`config.mk`:
```
export PLATFORM = sky130hd
export DESIGN_NAME = int_sequencer
export DESIGN_NICKNAME = d
export VERILOG_FILES = /design/src/rtl/int_sequencer.sv
export SDC_FILE = /design/constraint.sdc
export NUM_CORES = 1
export LEC_CHECK = 0
export CAP_MARGIN = 10
export CORE_MARGIN = 2
export CORE_UTILIZATION = 25
export DETAILED_ROUTE_END_ITERATION = 10
export SLEW_MARGIN = 20
export SYNTH_ARGS = -nofsm -noshare
export SYNTH_HDL_FRONTEND = slang
export SYNTH_SLANG_ARGS = --single-unit
export TNS_END_PERCENT = 50
```
`constraint.sdc`:
```
create_clock -name MCLK -period 4.35 [get_ports MCLK]
set_clock_uncertainty 0.2 [all_clocks]
set_input_delay 0.435 -clock MCLK [delete_from_list [all_inputs] [get_ports MCLK]]
set_output_delay 0.435 -clock MCLK [all_outputs]
set_load 0.02 [all_outputs]
```
`src/rtl/int_sequencer.sv`:
```
// int_sequencer: interrupt priority arbiter and CPU entry sequencer.
// Picks the highest-priority eligible request (NMI > IRQ[NSRC-1] > ... > IRQ[0]).
// It presents the request's IVT index to the CPU with a request/acknowledge
// handshake, pulses an acknowledge back to the winning source, and then stays
// busy while the CPU runs its interrupt entry sequence.
// Optional feature macro: INTSEQ_NMI_EN enables the non-maskable request path.
// Without the macro, NMI is ignored and NMIACK is tied low.
module int_sequencer #(
  parameter int              NSRC      = 8,
  parameter int              AW        = 6,
  parameter logic [AW-1:0]   VEC_BASE  = 6'd32,
  parameter logic [AW-1:0]   NMI_VEC   = 6'd61,
  parameter int              ENTRY_CYC = 6
) (
  input  logic            MCLK,
  input  logic            RST,
  input  logic [NSRC-1:0] IRQ,
  input  logic            NMI,
  input  logic            GIE,
  input  logic            INTACK,
  output logic            INTREQ,
  output logic [AW-1:0]   IntAddr,
  output logic [NSRC-1:0] INTACKout,
  output logic            NMIACK,
  output logic            BUSY
);

  localparam int IW = (NSRC > 1) ? $clog2(NSRC) : 1;
  localparam int CW = 4;

  typedef enum logic [1:0] {
    IDLE  = 2'd0,
    REQ   = 2'd1,
    ACK   = 2'd2,
    ENTRY = 2'd3
  } state_t;

  state_t          state_q, state_d;
  logic [IW-1:0]   winIdx_q, winIdx_d;
  logic [AW-1:0]   addr_q, addr_d;
  logic [CW-1:0]   cnt_q, cnt_d;

  logic [NSRC-1:0] irqElig;
  logic            irqAny;
  logic [IW-1:0]   arbIdx;
  logic            anyElig;
  logic [AW-1:0]   arbAddr;
  logic            winNmi;

`ifdef INTSEQ_NMI_EN
  logic nmi_q, nmi_d;
  assign winNmi = nmi_q;
`else
  logic unusedNmi;
  assign unusedNmi = NMI;
  assign winNmi    = 1'b0;
`endif

  // Combinational priority pick of the highest eligible source this cycle
  always_comb begin
    irqElig = GIE ? IRQ : '0;
    irqAny  = |irqElig;
    arbIdx  = '0;
    for (int i = 0; i < NSRC; i++) begin
      if (irqElig[i]) begin
        arbIdx = IW'(i);
      end
    end
`ifdef INTSEQ_NMI_EN
    anyElig = NMI | irqAny;
    arbAddr = NMI ? NMI_VEC : VEC_BASE + AW'(arbIdx);
`else
    anyElig = irqAny;
    arbAddr = VEC_BASE + AW'(arbIdx);
`endif
  end

  // Next-state logic: handshake with the CPU and entry-sequence countdown
  always_comb begin
    state_d  = state_q;
    winIdx_d = winIdx_q;
    addr_d   = addr_q;
    cnt_d    = cnt_q;
`ifdef INTSEQ_NMI_EN
    nmi_d    = nmi_q;
`endif
    case (state_q)
      IDLE: begin
        if (anyElig) begin
          state_d  = REQ;
          winIdx_d = arbIdx;
          addr_d   = arbAddr;
`ifdef INTSEQ_NMI_EN
          nmi_d    = NMI;
`endif
        end
      end
      REQ: begin
        if (INTACK) begin
          state_d = ACK;
        end else if (anyElig) begin
          winIdx_d = arbIdx;
          addr_d   = arbAddr;
`ifdef INTSEQ_NMI_EN
          nmi_d    = NMI;
`endif
        end else begin
          state_d = IDLE;
        end
      end
      ACK: begin
        cnt_d   = CW'(ENTRY_CYC - 1);
        state_d = ENTRY;
      end
      ENTRY: begin
        if (cnt_q == '0) begin
          state_d = IDLE;
        end else begin
          cnt_d = cnt_q - 1'b1;
        end
      end
      default: state_d = IDLE;
    endcase
  end

  // State, winner and counter registers; reset aborts any sequence at once
  always_ff @(posedge MCLK or posedge RST) begin
    if (RST) begin
      state_q  <= IDLE;
      winIdx_q <= '0;
      addr_q   <= '0;
      cnt_q    <= '0;
`ifdef INTSEQ_NMI_EN
      nmi_q    <= 1'b0;
`endif
    end else begin
      state_q  <= state_d;
      winIdx_q <= winIdx_d;
      addr_q   <= addr_d;
      cnt_q    <= cnt_d;
`ifdef INTSEQ_NMI_EN
      nmi_q    <= nmi_d;
`endif
    end
  end

  assign INTREQ    = (state_q == REQ);
  assign BUSY      = (state_q == ACK) || (state_q == ENTRY);
  assign IntAddr   = addr_q;
  assign INTACKout = ((state_q == ACK) && !winNmi) ? (NSRC'(1'b1) << winIdx_q) : '0;
  assign NMIACK    = (state_q == ACK) && winNmi;

endmodule

```
==> run summary <==
The number of H-tree branching levels came out at 1. The placement row count is 18. Traced cell by cell, the critical path runs through inv_1 -> or3_1 -> nor3_1 -> clkdlybuf4s50_1. The count of TritonRoute iterations in the first routing pass is 4. Buffers placed on the I/O ports in this run total 25. The placed wire-length estimate after detailed placement came out at roughly 1100 microns. The worst setup path is launched from a register. The average instance area after synthesis came out at 8.642 sq um.

After synthesis, the netlist uses 30 different library cells. Setup repair after global routing left no endpoint under its margin. After detailed routing, the met2 layer carries between 500 and 600 microns of wire. The gate count after technology mapping came out at 75. The area growth from synthesis to final layout came out at 43.63%. The detailed router finished its first iteration with 11 violations. The post-synthesis cell area is 648.1 sq um. The overall fraction of global-route tracks in use is 9.802%. After detailed routing, the number of vias per cell comes to between 4 and 5. The number of global-route vias before repair came to 503. The synthesized design devotes to its leading area cell type 38.61% of total area. Of all nets on the critical path, the largest fanout is 10. At the worst endpoint, the required time is 3.71 ns.

In the final routing, the length of wire on met1 measures 667 microns. The total routed wirelength came out at 1363 microns. For the finished layout, the period the worst path requires is 2.767 ns. The aggregate negative setup slack came out at 0 ns. The routed wire length per instance is 10.48 microns. The hold violation count in the final report was 0. In this run the count of I/O pins placed on the die edge is 30. The final non-filler cell total came out at 130. The data arrival time of the critical path came out at approximately 2.1 ns.

The ratio of total power to cell area came out at 555.8 nW/um^2. The number of warning messages in the yosys log is 0. Ranked by total cell area, the synthesized netlist is headed by sky130_fd_sc_hd__dfrtp_1, sky130_fd_sc_hd__nand2_1, sky130_fd_sc_hd__nor2_1. The number of pins with negative max-slew slack in the final report came out at 0. The width of the chip came out at 54.92 microns.

The count of hold-fix buffers inserted at cts came out at 0. The fraction of final layout cells with drive strength greater than 1 came out at 9.000%. The clock net in this run drives a total of 10 sinks.

TritonCTS built the clock tree. The detailed-routed wire length on met3 came out at 120 microns. The core footprint came out at 2477 sq um. The worst-case vdd ir drop came out at 220.1 uV. The worst setup path is captured at an output pin. The longest clock path from root to sink contains 2 buffers.

Post-CTS repair changed the size of 0 cells. The global-route congestion overflow total is 0. At the end of routability-driven placement, the weighted congestion stood at 0.7742. The antenna cell count came out at 0.

The initial antenna violation count is 0. The type of the worst setup path is register to output pin. The number of buffers created by CTS is 3. The post-layout net count is 115.

The pin count of the biggest net entering global routing came out at 11. The async set-reset flop share out of synthesis came out at 100.0%. For this run, the top clock speed supported by timing is 0.3614 GHz. The flow ran to the end, and the final reports show no timing, DRC or antenna violations. The flip-flop and latch count after synthesis came out at 10. The top routing layer in use is met4. The post-route clock period utilization is a little under two thirds. The number of maximum-capacitance violations is 0.

The wire length of the first global-routing pass came out at approximately 2100 microns. The number of routed nets with antenna violations is 0. The latest clock arrival within the worst-skew pair is 0.26 ns. The post-route DRC violation count came out at 0. The cell family contributing the most delay on the critical path is buffers and inverters. For this run, the slowest stage of the critical path takes 0.63 ns.

The largest individual stage delay along the critical path comes from the cell sky130_fd_sc_hd__clkdlybuf4s50_1. Summing the sequential cell areas from Yosys gives 38.61% of the chip area. After clock tree synthesis, the clock-pin slew on the worst setup and hold paths is about 0.070 ns. The number of setup violations in the final report came out at 0. The completed layout was analyzed and its total power is 517.3 uW. The area enclosed by the die boundary is 3016 sq um. Of all cell types, the one taking the most synthesized area is sky130_fd_sc_hd__dfrtp_1. The instance area after placement is 894.6 sq um.

The dominant register cell in the synthesized netlist is sky130_fd_sc_hd__dfrtp_1. The leakage component of the power is about 0.39 nW. The finished cells cover 930.9 sq um.

The starting density of the core came out at 26.16%. In this run the clock root is driven by a sky130_fd_sc_hd__clkbuf_4. The placed instance count came out at 126. In this run the post-CTS setup repair buffer count came out at 0. Counting flops with a built-in enable in the synthesized netlist gives 0.

In this run the worst hold path is classified as input pin to async pin. The number of buffers and inverters on the critical path is 2. The floorplan die height came out at 54.92 microns. The via total after detailed routing is 611.
-- cells in the final DEF (no fill, tap or decap) --
master                            instances
sky130_fd_sc_hd__a21o_1                   1
sky130_fd_sc_hd__a21oi_1                  4
sky130_fd_sc_hd__a22oi_1                  1
sky130_fd_sc_hd__a31oi_1                  1
sky130_fd_sc_hd__clkbuf_4                 3
sky130_fd_sc_hd__clkbuf_8                 1
sky130_fd_sc_hd__clkdlybuf4s50_1         25
sky130_fd_sc_hd__conb_1                   3
sky130_fd_sc_hd__dfrtp_1                 10
sky130_fd_sc_hd__ha_1                     1
sky130_fd_sc_hd__inv_1                    6
sky130_fd_sc_hd__mux2_2                   1
sky130_fd_sc_hd__nand2_1                  9
sky130_fd_sc_hd__nand2b_1                 3
sky130_fd_sc_hd__nand3_1                  1
sky130_fd_sc_hd__nand3b_1                 3
sky130_fd_sc_hd__nor2_1                   7
sky130_fd_sc_hd__nor2b_1                  1
sky130_fd_sc_hd__nor3_1                   3
sky130_fd_sc_hd__nor3b_1                  1
sky130_fd_sc_hd__o211ai_4                 1
sky130_fd_sc_hd__o21ai_0                  4
sky130_fd_sc_hd__o21ai_1                  2
sky130_fd_sc_hd__o2bb2ai_1                1
sky130_fd_sc_hd__o31a_1                   1
sky130_fd_sc_hd__o31a_2                   1
sky130_fd_sc_hd__o31ai_1                  1
sky130_fd_sc_hd__or3_1                    1
sky130_fd_sc_hd__or4_1                    1
sky130_fd_sc_hd__or4_4                    2
-- path summary, 6_finish.rpt --
path,to,depth (start not counted),slack (ns),startpoint
setup / recovery,INTACKout[0],4,1.58,register
hold / removal,IntAddr[5],2,0.24,RST
setup reg to reg,cnt_q[3],5,2.65,cnt_q[0]
hold reg to reg,IntAddr[5],1,0.27,IntAddr[5]
max in group asynchronous,async pin,2,3.44,RST
min in group MCLK,IntAddr[5],1,0.27,IntAddr[5]
-- routing by layer --
| metal | up-vias | global-route usage (%) |
|---|---|---|
| met5 | - | 0 |
| met4 | 0 | 4.878 |
| met3 | 2 | 1.613 |
| met2 | 28 | 15.28 |
| met1 | 274 | 13.11 |
| li1 | 307 | - |
-- layout make-up --
type                            instances  area (sq um)
Clock buffer                            4         36.28
Fill cell                             267          1546
Inverter                                6         22.52
Multi-Input combinational cell         55         334.1
Sequential cell                        10         250.2
Tap cell                               30         37.54
Timing Repair Buffer                   25         250.2
-- registers in the layout (all words and copies together), names as in the netlist, named ones only --
| name | flops |
|---|---|
| cnt_q | 4 |
| IntAddr | 2 |
| winIdx_q | 2 |
| state_q | 1 |
-- cells in the mapped netlist, types with 2 or more instances --
library cell / instances
sky130_fd_sc_hd__a21oi_1: 4
sky130_fd_sc_hd__nand2_1: 9
sky130_fd_sc_hd__nand2b_1: 3
sky130_fd_sc_hd__o21ai_1: 2
sky130_fd_sc_hd__nand3b_1: 3
sky130_fd_sc_hd__buf_6: 2
sky130_fd_sc_hd__nor2_1: 7
sky130_fd_sc_hd__o21ai_0: 4
sky130_fd_sc_hd__buf_4: 3
sky130_fd_sc_hd__inv_1: 6
sky130_fd_sc_hd__or4_4: 2
sky130_fd_sc_hd__nor3_1: 3
sky130_fd_sc_hd__dfrtp_1: 10
-- logic make-up (layout without fill, tap and decap cells) --
group / count (synthesis) / in the layout / share of synthesized area [%]
compound gates: 18 / 18 / 19.69
simple gates: 32 / 32 / 26.45
buf+inv: 12 / 35 / 11.00
flops: 10 / 10 / 38.61
other cells: 1 / 3 / 0.5786
fa+ha+maj: 1 / 1 / 1.930
mux: 1 / 1 / 1.737
-- power by group --
part           switching [mW]  leakage [nW]  total (mW)  internal [mW]
clock                  0.0337        0.0210      0.0844         0.0508
combinational           0.123         0.259       0.246          0.123
sequential             0.0541         0.114       0.187          0.133
total                   0.211         0.394       0.517          0.307
-- metrics by stage --
stage	worst slack, ns	utilization (%)	hold slack [ns]
6_report	1.583	37.58	0.2409
5_1_grt	1.499	37.58	0.2788
4_1_cts	1.566	37.58	0.2506
3_5_place_dp	1.865	36.11	0.2568
3_3_place_gp	1.880	36.11	0.2675
2_1_floorplan	2.347	-	0.07518
(Power assumes the default switching activity.)
==> RTL edit (config.mk and constraints unchanged) <==
`addr_q` no longer has a reset.
--- a/src/rtl/int_sequencer.sv
+++ b/src/rtl/int_sequencer.sv
@@ -129,5 +129,4 @@
       state_q  <= IDLE;
       winIdx_q <= '0;
-      addr_q   <= '0;
       cnt_q    <= '0;
 `ifdef INTSEQ_NMI_EN
@@ -137,5 +136,4 @@
       state_q  <= state_d;
       winIdx_q <= winIdx_d;
-      addr_q   <= addr_d;
       cnt_q    <= cnt_d;
 `ifdef INTSEQ_NMI_EN
@@ -143,4 +141,8 @@
 `endif
     end
+  end
+
+  always_ff @(posedge MCLK) begin
+    addr_q <= addr_d;
   end
 
Behaviour: not the same (Yosys sat finds a counterexample within 4 cycles, from zero or initial values and one cycle with RST high).
==> RTL edit against the unedited design <==
Total power rose by 4.0%; setup slack improved by 190 ps; critical path type unchanged; non-clock buffer count fell by 1; design area rose by 4.8%; area after synthesis rose by 7.5%; sequential cell count rose by 2; routed wire length rose by 8.4%; utilization fell by 1.6 points; maximum frequency rose by 7.2%.
==> RTL edit: results <==
metrics = {
    "logic_synthesis": {
        "synth_warnings": 0,
        "yosys-top-cells-area": "dfrtp_1 32%, edfxtp_1 13%, nor3_1 4.3%",
        "async_flop_share": 0.750,
        "synth_edf_count": 3,
        "synth_cell_types": 32,
        "synth-seq-area-share": 0.452,
        "ys_top_cells_by_count": "9 x dfrtp_1, 7 x nand2_1, 7 x nor2_1",
        "ys.flop_type": "dfrtp_1",
    },
    "setup_path": {
        "cp-startpoint": "state_q[0]",
        "crit_path_max_fanout": 6,
        "r2r_slack_ps": 2750,
        "critPathMaxStageDelay_ps": 630,
        "slowest_stage": "clkdlybuf4s50_1",
        "worstPathArrival_ps": 1950,
    },
    "detailed_routing": {
        "drtIter0Drc": 6,
        "wl_per_cell_um": 11.4,
        "drtPass1Iterations": 4,
        "met2WireLength_um": 710,
        "vias_per_cell": 4.73,
        "wl_met3_um": 94,
        "m1WireLength_um": 625,
    },
    "global_routing": {
        "grt_pass1_vias": 628,
        "track_usage": 0.104,
        "grt_max_degree": 10,
        "grt_pass1_wl_um": 2530,
    },
    "placed_design": {
        "placed_cell_area_um2": 950,
        "io_buffers": 24,
        "dpl.hpwl_um": 1190,
        "gp_congestion": 0.776,
        "place_ws_ps": 2060,
    },
    "cts": {
        "clkTransAtPathRegs_ps": 80,
        "clock_latency_ps": 280,
        "clockBufferDepth": 2,
        "ctsHtreeMaxLevel": 1,
        "cts_made_buffers": 3,
    },
    "power_and_ir_drop": {
        "power.share.switching": 0.412,
        "leakage_nw": 0.401,
        "ir_drop_mv": 0.222,
    },
    "timing": {
        "finalCritPeriodShare": 0.593,
        "timing.hold.ws_ps": 216,
    },
    "finish": {
        "n_antenna_cell": 0,
        "drive_gt1_frac": 0.0909,
        "top_register": "cnt_q",
        "nNetsFinal": 114,
    },
    "outcome": {
        "status": "finished, final reports clean",
    },
}
[RTL edit: cell types whose count changed after synthesis, moves of 2 or more]
cell / before / now
a21oi_1: 4 / 1
mux2_1: 0 / 2
nand3b_1: 3 / 0
mux2i_1: 0 / 2
nor3_1: 3 / 6
buf_6: 2 / 0
o21ai_1: 2 / 0
and2b_1: 0 / 2
o21ai_0: 4 / 2
nand2_1: 9 / 7
or4_4: 2 / 0
edfxtp_1: 0 / 3
[RTL edit: metal layers]
metal | vias up | GRT usage
met5 | - | 0
met4 | 0 | 0.0698
met3 | 5 | 0.0300
met2 | 21 | 0.169
met1 | 290 | 0.115
li1 | 299 | -
[RTL edit: worst paths after layout]
check                               endpoint  depth (start not counted)
worst max-delay path            INTACKout[4]                          4
worst min-delay path             winIdx_q[2]                          2
worst max register to register      cnt_q[0]                          5
worst min register to register      cnt_q[3]                          1
max in group asynchronous           cnt_q[2]                          2
min in group MCLK                   cnt_q[3]                          1
[RTL edit: final cells by class]
class	instances	area (um2)
Inverter	6	22.5
Sequential cell	12	315
Clock buffer	3	22.5
Clock inverter	1	3.75
Tap cell	31	38.8
Multi-Input combinational cell	53	333
Timing Repair Buffer	24	240
Fill cell	300	1730
[RTL edit: through the flow]
stage | cells | utilization
6_report | 130 | 0.360
5_1_grt | 130 | 0.360
4_1_cts | 130 | 0.360
3_5_place_dp | 126 | 0.350
3_3_place_gp | 126 | 0.350
2_1_floorplan | 76 | -
[RTL edit: power groups by stage]
| stage | Combinational, mW | Sequential [mW] | Clock [mW] |
|---|---|---|---|
| 2_1_floorplan | 0.170 | 0.208 | 0 |
| 3_3_place_gp | 0.247 | 0.213 | 0 |
| 3_5_place_dp | 0.256 | 0.216 | 0 |
| 4_1_cts | 0.258 | 0.214 | 0.0731 |
| 5_1_grt | 0.282 | 0.221 | 0.0789 |
| 6_report | 0.254 | 0.213 | 0.0713 |
[RTL edit: logic make-up after synthesis]
family,after synthesis,share of synthesized area
buf+inv,11,0.0808
flops,12,0.452
xor+xnor,1,0.0126
simple gates,31,0.228
other cells,2,0.0108
fa+ha+maj,1,0.0180
mux,4,0.0610
compound gates,12,0.136
